===== config.mk =====
export PLATFORM = sky130hd
export DESIGN_NAME = uart_tx_arbiter
export DESIGN_NICKNAME = d
export VERILOG_FILES = /design/src/rtl/uart_tx_arbiter.sv
export SDC_FILE = /design/constraint.sdc
export NUM_CORES = 1
export LEC_CHECK = 0
export CAP_MARGIN = 20
export CORE_ASPECT_RATIO = 1.25
export CORE_UTILIZATION = 23
export CTS_CLUSTER_DIAMETER = 100
export DETAILED_ROUTE_END_ITERATION = 16
export DONT_BUFFER_PORTS = 1
export HOLD_SLACK_MARGIN = 0.1
export MAX_ROUTING_LAYER = met4
export PLACE_DENSITY = 0.4
export SLEW_MARGIN = 20
export SYNTH_ARGS = -nofsm -noshare
export SYNTH_HDL_FRONTEND = slang
export SYNTH_SLANG_ARGS = --single-unit

===== constraint.sdc =====
create_clock -name clk -period 4.55 [get_ports clk]
set_clock_uncertainty 0.2 [all_clocks]
set_input_delay 0.91 -clock clk [delete_from_list [all_inputs] [get_ports clk]]
set_output_delay 0.91 -clock clk [all_outputs]
set_load 0.01 [all_outputs]

===== src/rtl/uart_tx_arbiter.sv =====
// Round-robin arbiter that lets NUM_REQ byte streams share one uart_tx.
// Define UART_ARB_HEADER_EN to send an 8'hA0|g header byte at the start of each grant.
module uart_tx_arbiter #(
  parameter int NUM_REQ    = 4,
  parameter int DATA_WIDTH = 8,
  parameter int TIMEOUT    = 16,
  parameter int MAX_BURST  = 16
) (
  input  logic                          clk,
  input  logic                          reset_n,
  input  logic                          ena,
  input  logic [NUM_REQ-1:0]            req_valid,
  input  logic [NUM_REQ*DATA_WIDTH-1:0] req_data,
  input  logic [NUM_REQ-1:0]            req_last,
  output logic [NUM_REQ-1:0]            req_ready,
  output logic [NUM_REQ-1:0]            grant,
  output logic [DATA_WIDTH-1:0]         tx_data,
  output logic                          tx_valid,
  input  logic                          tx_ready,
  output logic                          busy
);

  localparam int PW = (NUM_REQ > 1) ? $clog2(NUM_REQ) : 1;
  localparam int BW = $clog2(MAX_BURST) + 1;
  localparam int TW = $clog2(TIMEOUT + 1);

`ifdef UART_ARB_HEADER_EN
  typedef enum logic [1:0] {IDLE, HDR, LOAD, SEND} state_t;
`else
  typedef enum logic [1:0] {IDLE, LOAD, SEND} state_t;
`endif

  state_t                 state;
  logic [PW-1:0]          rr_ptr;
  logic [PW-1:0]          owner;
  logic                   held_last;
  logic [BW-1:0]          burst_cnt;
  logic [TW-1:0]          idle_cnt;

  logic                   pick_found;
  logic [PW-1:0]          pick_idx;
  logic [PW-1:0]          cand;
  logic [PW-1:0]          next_ptr;
  logic [DATA_WIDTH-1:0]  sel_data;

  // Circular search for the first valid requester at or after rr_ptr.
  always_comb begin
    pick_found = 1'b0;
    pick_idx   = '0;
    cand       = '0;
    for (int k = 0; k < NUM_REQ; k++) begin
      cand = PW'((int'(rr_ptr) + k) % NUM_REQ);
      if (!pick_found && req_valid[cand]) begin
        pick_found = 1'b1;
        pick_idx   = cand;
      end
    end
  end

  assign next_ptr  = (owner == PW'(NUM_REQ - 1)) ? '0 : owner + 1'b1;
  assign sel_data  = req_data[int'(owner)*DATA_WIDTH +: DATA_WIDTH];
  assign req_ready = (ena && state == LOAD) ? grant : '0;
  assign busy      = (state != IDLE);

  always_ff @(posedge clk) begin
    if (!reset_n) begin
      state     <= IDLE;
      grant     <= '0;
      owner     <= '0;
      rr_ptr    <= '0;
      tx_valid  <= 1'b0;
      tx_data   <= '0;
      held_last <= 1'b0;
      burst_cnt <= '0;
      idle_cnt  <= '0;
    end else if (ena) begin
      case (state)
        IDLE: begin
          if (pick_found) begin
            grant     <= NUM_REQ'(1) << pick_idx;
            owner     <= pick_idx;
            burst_cnt <= '0;
            idle_cnt  <= '0;
`ifdef UART_ARB_HEADER_EN
            tx_data   <= DATA_WIDTH'(8'hA0) | DATA_WIDTH'(pick_idx);
            tx_valid  <= 1'b1;
            state     <= HDR;
`else
            state     <= LOAD;
`endif
          end
        end
`ifdef UART_ARB_HEADER_EN
        HDR: begin
          if (tx_ready) begin
            tx_valid <= 1'b0;
            state    <= LOAD;
          end
        end
`endif
        LOAD: begin
          // req_ready is high here, so a valid byte is an accepted byte
          if (req_valid[owner]) begin
            tx_data   <= sel_data;
            held_last <= req_last[owner];
            tx_valid  <= 1'b1;
            burst_cnt <= burst_cnt + 1'b1;
            idle_cnt  <= '0;
            state     <= SEND;
          end else if (idle_cnt == TW'(TIMEOUT - 1)) begin
            idle_cnt <= '0;
            grant    <= '0;
            rr_ptr   <= next_ptr;
            state    <= IDLE;
          end else begin
            idle_cnt <= idle_cnt + 1'b1;
          end
        end
        SEND: begin
          if (tx_ready) begin
            tx_valid <= 1'b0;
            if (held_last || burst_cnt == BW'(MAX_BURST)) begin
              grant  <= '0;
              rr_ptr <= next_ptr;
              state  <= IDLE;
            end else begin
              state <= LOAD;
            end
          end
        end
        default: state <= IDLE;
      endcase
    end
  end

endmodule


After elaboration in Yosys (flattened, before gate mapping)
Cells that the tools add are included.
{ "totals": {"out_inout_bits": 18, "regBits": 30, "inputBits": 44, "wordCells": 103} }
{ "classes": {"reduce_logical": 21, "addsub": 6, "n_shift": 2, "n_eq_ne": 12, "n_mux": 48, "n_lt_le_gt_ge": 5} }
{ "ops": {"columns": ["cell", "count"], "rows": [
  ["32-bit by 6-bit indexed part select with 8-bit output", 1],
  ["2-bit 2-to-1 mux", 13],
  ["4-bit 2-to-1 mux", 6],
  ["5-bit 2-to-1 mux", 4],
  ["5-bit case mux with 2 select lines", 2],
  ["2-bit by 3-bit less-than comparator with 1-bit output (second input constant)", 5],
  ["1-bit 2-to-1 mux", 13],
  ["1-bit binary-select mux with 2-bit select", 6],
  ["4-bit case mux with 3 select lines", 1],
  ["4-bit AND reduction", 3],
  ["5-bit by 1-bit adder with 5-bit output (second input constant)", 2],
  ["3-bit AND reduction", 3],
  ["2-bit inequality test (second input constant)", 4],
  ["7-bit AND reduction", 1],
  ["2-bit case mux with 3 select lines", 1],
  ["6-bit AND reduction", 1],
  ["2-bit nonzero test", 3],
  ["5-bit by 4-bit equality test with 1-bit output (second input constant)", 1],
  ["5-bit equality test (second input constant)", 1],
  ["2-bit by 1-bit adder with 2-bit output (second input constant)", 2],
  ["2-bit adder (second input constant)", 2],
  ["2-bit equality test (second input constant)", 2],
  ["1-bit logical AND", 4],
  ["2-bit by 1-bit inequality test with 1-bit output (second input constant)", 2],
  ["9 further kinds", 11]
]} }

Longest topological paths before layout
{ "depth": {"depth_word": 15, "ltp_mapped": 7, "mapped_depth_nobuf": 6} }

Worst setup path before layout
No wires, ideal clock.
{ "synth_timing": {"path_type": "in2reg", "start": "in req_valid[3]", "end": "reg grant[2]", "path_buffers": 0, "required_time_ns": 4.249, "path_stages": 4, "setup_ns": 0.101, "setup_slack_ns": 1.773, "arrival_ns": 2.476, "path_cell_list": "mux4_2 -> o31a_1 -> or3_4 -> o41ai_1"} }
{ "synth_between": {"elab_chain_cells": 15, "elab_cells_between_ends": 30, "classes_between": "2 x eq/ne; 1 x shift; 20 x mux; 7 x reduce/logical"} }
{ "synth_rtl": {"columns": ["item", "line_no", "text"], "rows": [
  ["start, declared", "12", "input logic [NUM_REQ-1:0] req_valid,"],
  ["1-bit binary-select mux with 2-bit select", "53", "if (!pick_found && req_valid[cand]) begin"],
  ["1-bit 2-to-1 mux (not written as such)", "53", null],
  ["1-bit 2-to-1 mux", "53", null],
  ["1-bit zero test", "53", null],
  ["1-bit logical AND", "53", null],
  ["1-bit 2-to-1 mux", "53", null],
  ["1-bit zero test", "53", null],
  ["1-bit logical AND", "53", null],
  ["1-bit 2-to-1 mux", "53", null],
  ["1-bit zero test", "53", null],
  ["1-bit logical AND", "53", null],
  ["2-bit 2-to-1 mux", "53", null],
  ["1-bit by 2-bit left shift with 4-bit output", "80", "grant <= NUM_REQ'(1) << pick_idx;"],
  ["4-bit 2-to-1 mux", "79", "if (pick_found) begin"],
  ["4-bit case mux with 3 select lines", "77", "case (state)"],
  ["end signal, assigned", "80", null],
  ["end, declared", "16", "output logic [NUM_REQ-1:0] grant,"]
]} }
Several ways; a longest one is shown, not always the timed one. The select of a mux whose other input is x is not followed.
A chain may end at the register's enable or synchronous reset.

Final worst setup path
{ "layout_timing": {"start": "reg owner[0]", "end": "reg grant[0]"} }
{ "layout_between": {"elab_chain_cells": 4} }
{ "layout_rtl": {"columns": ["item", "line_no", "text"], "rows": [
  ["start, declared", "35", "logic [PW-1:0] owner;"],
  ["start signal, assigned", "81", "owner <= pick_idx;"],
  ["1-bit binary-select mux with 2-bit select", "103", "if (req_valid[owner]) begin"],
  ["1-bit 2-to-1 mux (not written as such)", "103", null],
  ["2-bit inequality test (no source line)", null, null],
  ["7-bit AND reduction (no source line)", null, null]
]} }
Every way passes these cells. The select of a mux whose other input is x is not followed.

==> impl_results.md <==
* Sequential area share after synthesis at 32.54%
* EDFF count, synth at 0
* Die Y at ~100 um
* Number of synthesized register bits at 30
* Final Slew Violations at 0
* Antenna Violating Nets Remaining at 0
* CTS Root Cell: clkbuf_8
* Crit-path cells: mux4_2 -> o31a_1 -> or3_4 -> o41ai_1
* Placed cell areas at 1933 um2
* Total vias in the final route at 1530
* Mapped Nets at 249
* Critical path's largest stage delay at roughly 0.80 ns
* Most common flop cell mapped by yosys: dfxtp_1
* Outcome: finished clean
* Total gr overflow at 0
* Leakage at 0.6965 nW
* Final cycle utilization of the critical path at 65.04%
* Row Count at 36
* Reg2Reg Depth at 4
* Full die area at 8389 um2
* Max clock buf depth at 2
* Yosys warns at 0
* Critical path's top delay family: flip-flops
* Worst Path Required at ~4.5 ns
* Critical path startpoint: owner[0]$_SDFFE_PN0P_
* Asr flop ratio synth at 0%
* Pwr/cell area at 333.1 nW/um2
* Post-CTS sizing at 0
* Crit path kind: reg -> reg
* Crit path buf inv count at 0
* Worst path depth at 4
* Cts-stage hold buffer count at 0
* Cells after Synth at between 150 and 200
* Total core area at 7792 um2
* Pin count of the biggest net entering global routing at 27
* Layout area overhead at 10.98%
* Starting Density at approximately a quarter
* Crit start category: register
* Iteration-0 DRC Markers at 70
* WL/cell at 16.25 um
* Tot Pwr at 0.6824 mW
* VDD IR max at 0.1101 mV
* Netlist cell types at 41
* Drt pass-1 iters at 4
* GRT Overall Usage at around an eighth
* CTS tree: yes
* Crit-path max FO at 13
* R2R Setup Slk at 1.59 ns
* Nets@finish at ~250
* Cell Area, Synth at ~1800 um2
* Worst Tran Pin Value at 0.8168 ns
* First-pass GRT wire length at 7217 um
* Mean Syn Cell Area at around 9.4 um2
* Final hold violations at 0
* Vias per cell at approximately 5.3
* Slew HR at 45.22%
* WL final at between 4000 and 5000 um
* Layout cells sized above 1 at 11.73%
* Hold Path Class: reg -> reg
* # DRC at 0
* Fmax at 0.3379 GHz
* Max_cap viols at 0
* Ports at 62
* Clock-pin slew on the worst setup and hold paths at 0.07 ns
* Number of antenna repair diodes at 0
* Initial antenna violation count at 0
* Post-DP HPWL at 3434 um
* Number of global-route vias before repair at 1412
* IO Port Bufs at 0
* Cts bufs inserted at 5
* Placer Congestion at 0.7562
* Sinks on Clock Net at 30
* Critical-path top delay cell: dfxtp_1
* CP endpoint kind: register
* H-Tree Depth at 2
* # setup viols final at 0
* Sum Neg Setup Slack at 0 ns
* Skew-Pair Late Insertion Delay at 0.29 ns
* Worst Path Arrival at 2.95 ns
* Final Instance Area at 2048 um2
* Hold depth at 2
* Reg-to-reg critical path endpoint: grant[0]$_SDFFE_PN0P_
* RSZ-0062 raised after global routing: false
* Min Tclk post-route at 2.959 ns
* Die W at 82.12 um
* Worst Setup EP: grant[0]$_SDFFE_PN0P_
* Worst reg2reg startpoint: owner[0]$_SDFFE_PN0P_
* Postcts setup bufs at 0
## through the flow
step           hold WS (ns)  utilization, %  setup WS, ns  cells
3_5_place_dp         0.2597           24.81         1.553    283
4_1_cts              0.2733           26.20         1.537    291
2_1_floorplan        0.2211               -         1.773    197
5_1_grt              0.2826           26.28         1.328    291
6_report             0.2726           26.28         1.591    291
3_3_place_gp         0.2590           24.81         1.587    283
## routing by layer
layer  vias up  wire [um]  global-route usage, %
met5         -          0                      -
met4         0         81                  4.858
met3         7        325                  3.214
met2        60       2220                  17.99
met1       710       2101                  15.15
li1        753          -                      -
## worst min-delay path by stage
stage	start	endpoint	slack (ns)
final	idle_cnt[4]$_SDFFE_PN0P_	idle_cnt[4]$_SDFFE_PN0P_	0.27
after global routing	idle_cnt[4]$_SDFFE_PN0P_	idle_cnt[4]$_SDFFE_PN0P_	0.28
after CTS	idle_cnt[4]$_SDFFE_PN0P_	idle_cnt[4]$_SDFFE_PN0P_	0.27
after detailed placement	idle_cnt[4]$_SDFFE_PN0P_	idle_cnt[4]$_SDFFE_PN0P_	0.26
after global placement	idle_cnt[4]$_SDFFE_PN0P_	idle_cnt[4]$_SDFFE_PN0P_	0.26
after floorplan	idle_cnt[4]$_SDFFE_PN0P_	idle_cnt[4]$_SDFFE_PN0P_	0.22
## where the power goes
| group | internal, mW | switching, mW |
|---|---|---|
| clock network | 0.161 | 0.112 |
| registers | 0.274 | 0.0179 |
| logic | 0.0512 | 0.0664 |
| total | 0.486 | 0.196 |
## cells in the mapped netlist, drive strengths merged, types with 2 or more instances
cell type  count  area share [%]
mux4          10              12
a211o          2            0.95
mux2i         14             7.6
nand3          7             1.9
o311ai         4             1.9
o31ai          3             1.2
nand2         13             2.6
nor3           3            0.81
o41ai          5             2.4
o32ai          2            0.95
ha             8             5.4
a311oi         2            0.95
a211oi         3             1.2
dfxtp         30              33
clkbuf         8             1.6
or4            2            0.81
nand3b         2            0.81
o211ai         5             2.0
and2           3             1.0
nor2          16             3.3
o31a           2            0.95
and3           5             1.7
or3            6             2.3
a21oi          6             1.6
inv           11             2.2
buf            2            0.47
nand2b         6             2.0
o21ai          6             1.6
## registers in the layout, summed over array words and instances (netlist names)
signal,count
tx_data,8
burst_cnt,5
idle_cnt,5
grant,4
owner,2
rr_ptr,2
state,2
held_last,1
tx_valid,1
## worst min-delay path, stage by stage, from the launching register on
cell and delay [ns]:
dfxtp_1 0.34, nand2_1 0.06, a21oi_1 0.03
## cells in the final DEF (no fill, tap or decap), types with 2 or more instances in the layout
| master | Yosys | layout |
|---|---|---|
| nor3_1 | 3 | 3 |
| a211oi_1 | 3 | 3 |
| nand3_1 | 7 | 7 |
| mux2i_1 | 14 | 14 |
| and3_1 | 5 | 5 |
| clkinv_2 | 0 | 2 |
| and2_1 | 3 | 3 |
| inv_1 | 11 | 11 |
| o31a_1 | 2 | 2 |
| or3_1 | 5 | 5 |
| nand2b_1 | 6 | 6 |
| dfxtp_1 | 30 | 30 |
| o21ai_0 | 6 | 6 |
| a211o_1 | 2 | 2 |
| nand2_1 | 13 | 13 |
| nor2_1 | 16 | 16 |
| o41ai_1 | 5 | 5 |
| ha_1 | 8 | 8 |
| or4_1 | 2 | 2 |
| o31ai_1 | 3 | 3 |
| mux4_2 | 10 | 10 |
| nand3b_1 | 2 | 2 |
| o211ai_1 | 5 | 5 |
| a21oi_1 | 6 | 6 |
| o311ai_0 | 4 | 4 |
| o32ai_1 | 2 | 2 |
| clkbuf_8 | 0 | 5 |
## cells by family (layout without fill, tap and decap cells)
family                     count (synthesis)  in the layout  synth area share (%)
muxes                                     25             25                 20.41
AOI/OAI and AO/OA                         44             44                 17.70
buffers and inverters                     21             20                 4.339
adders and majority gates                  8              8                 5.424
DFF                                       30             30                 32.54
and+or+nand+nor                           69             69                 19.59
## area by class of cell
class	count	area [um2]
Multi-Input combinational cell	146	1171
Clock inverter	3	40.04
Inverter	11	41.29
Timing Repair Buffer	1	7.507
Tap cell	95	118.9
Fill cell	839	5744
Sequential cell	30	600.6
Clock buffer	5	68.82
No activity file was read; power rests on OpenSTA's default activity.
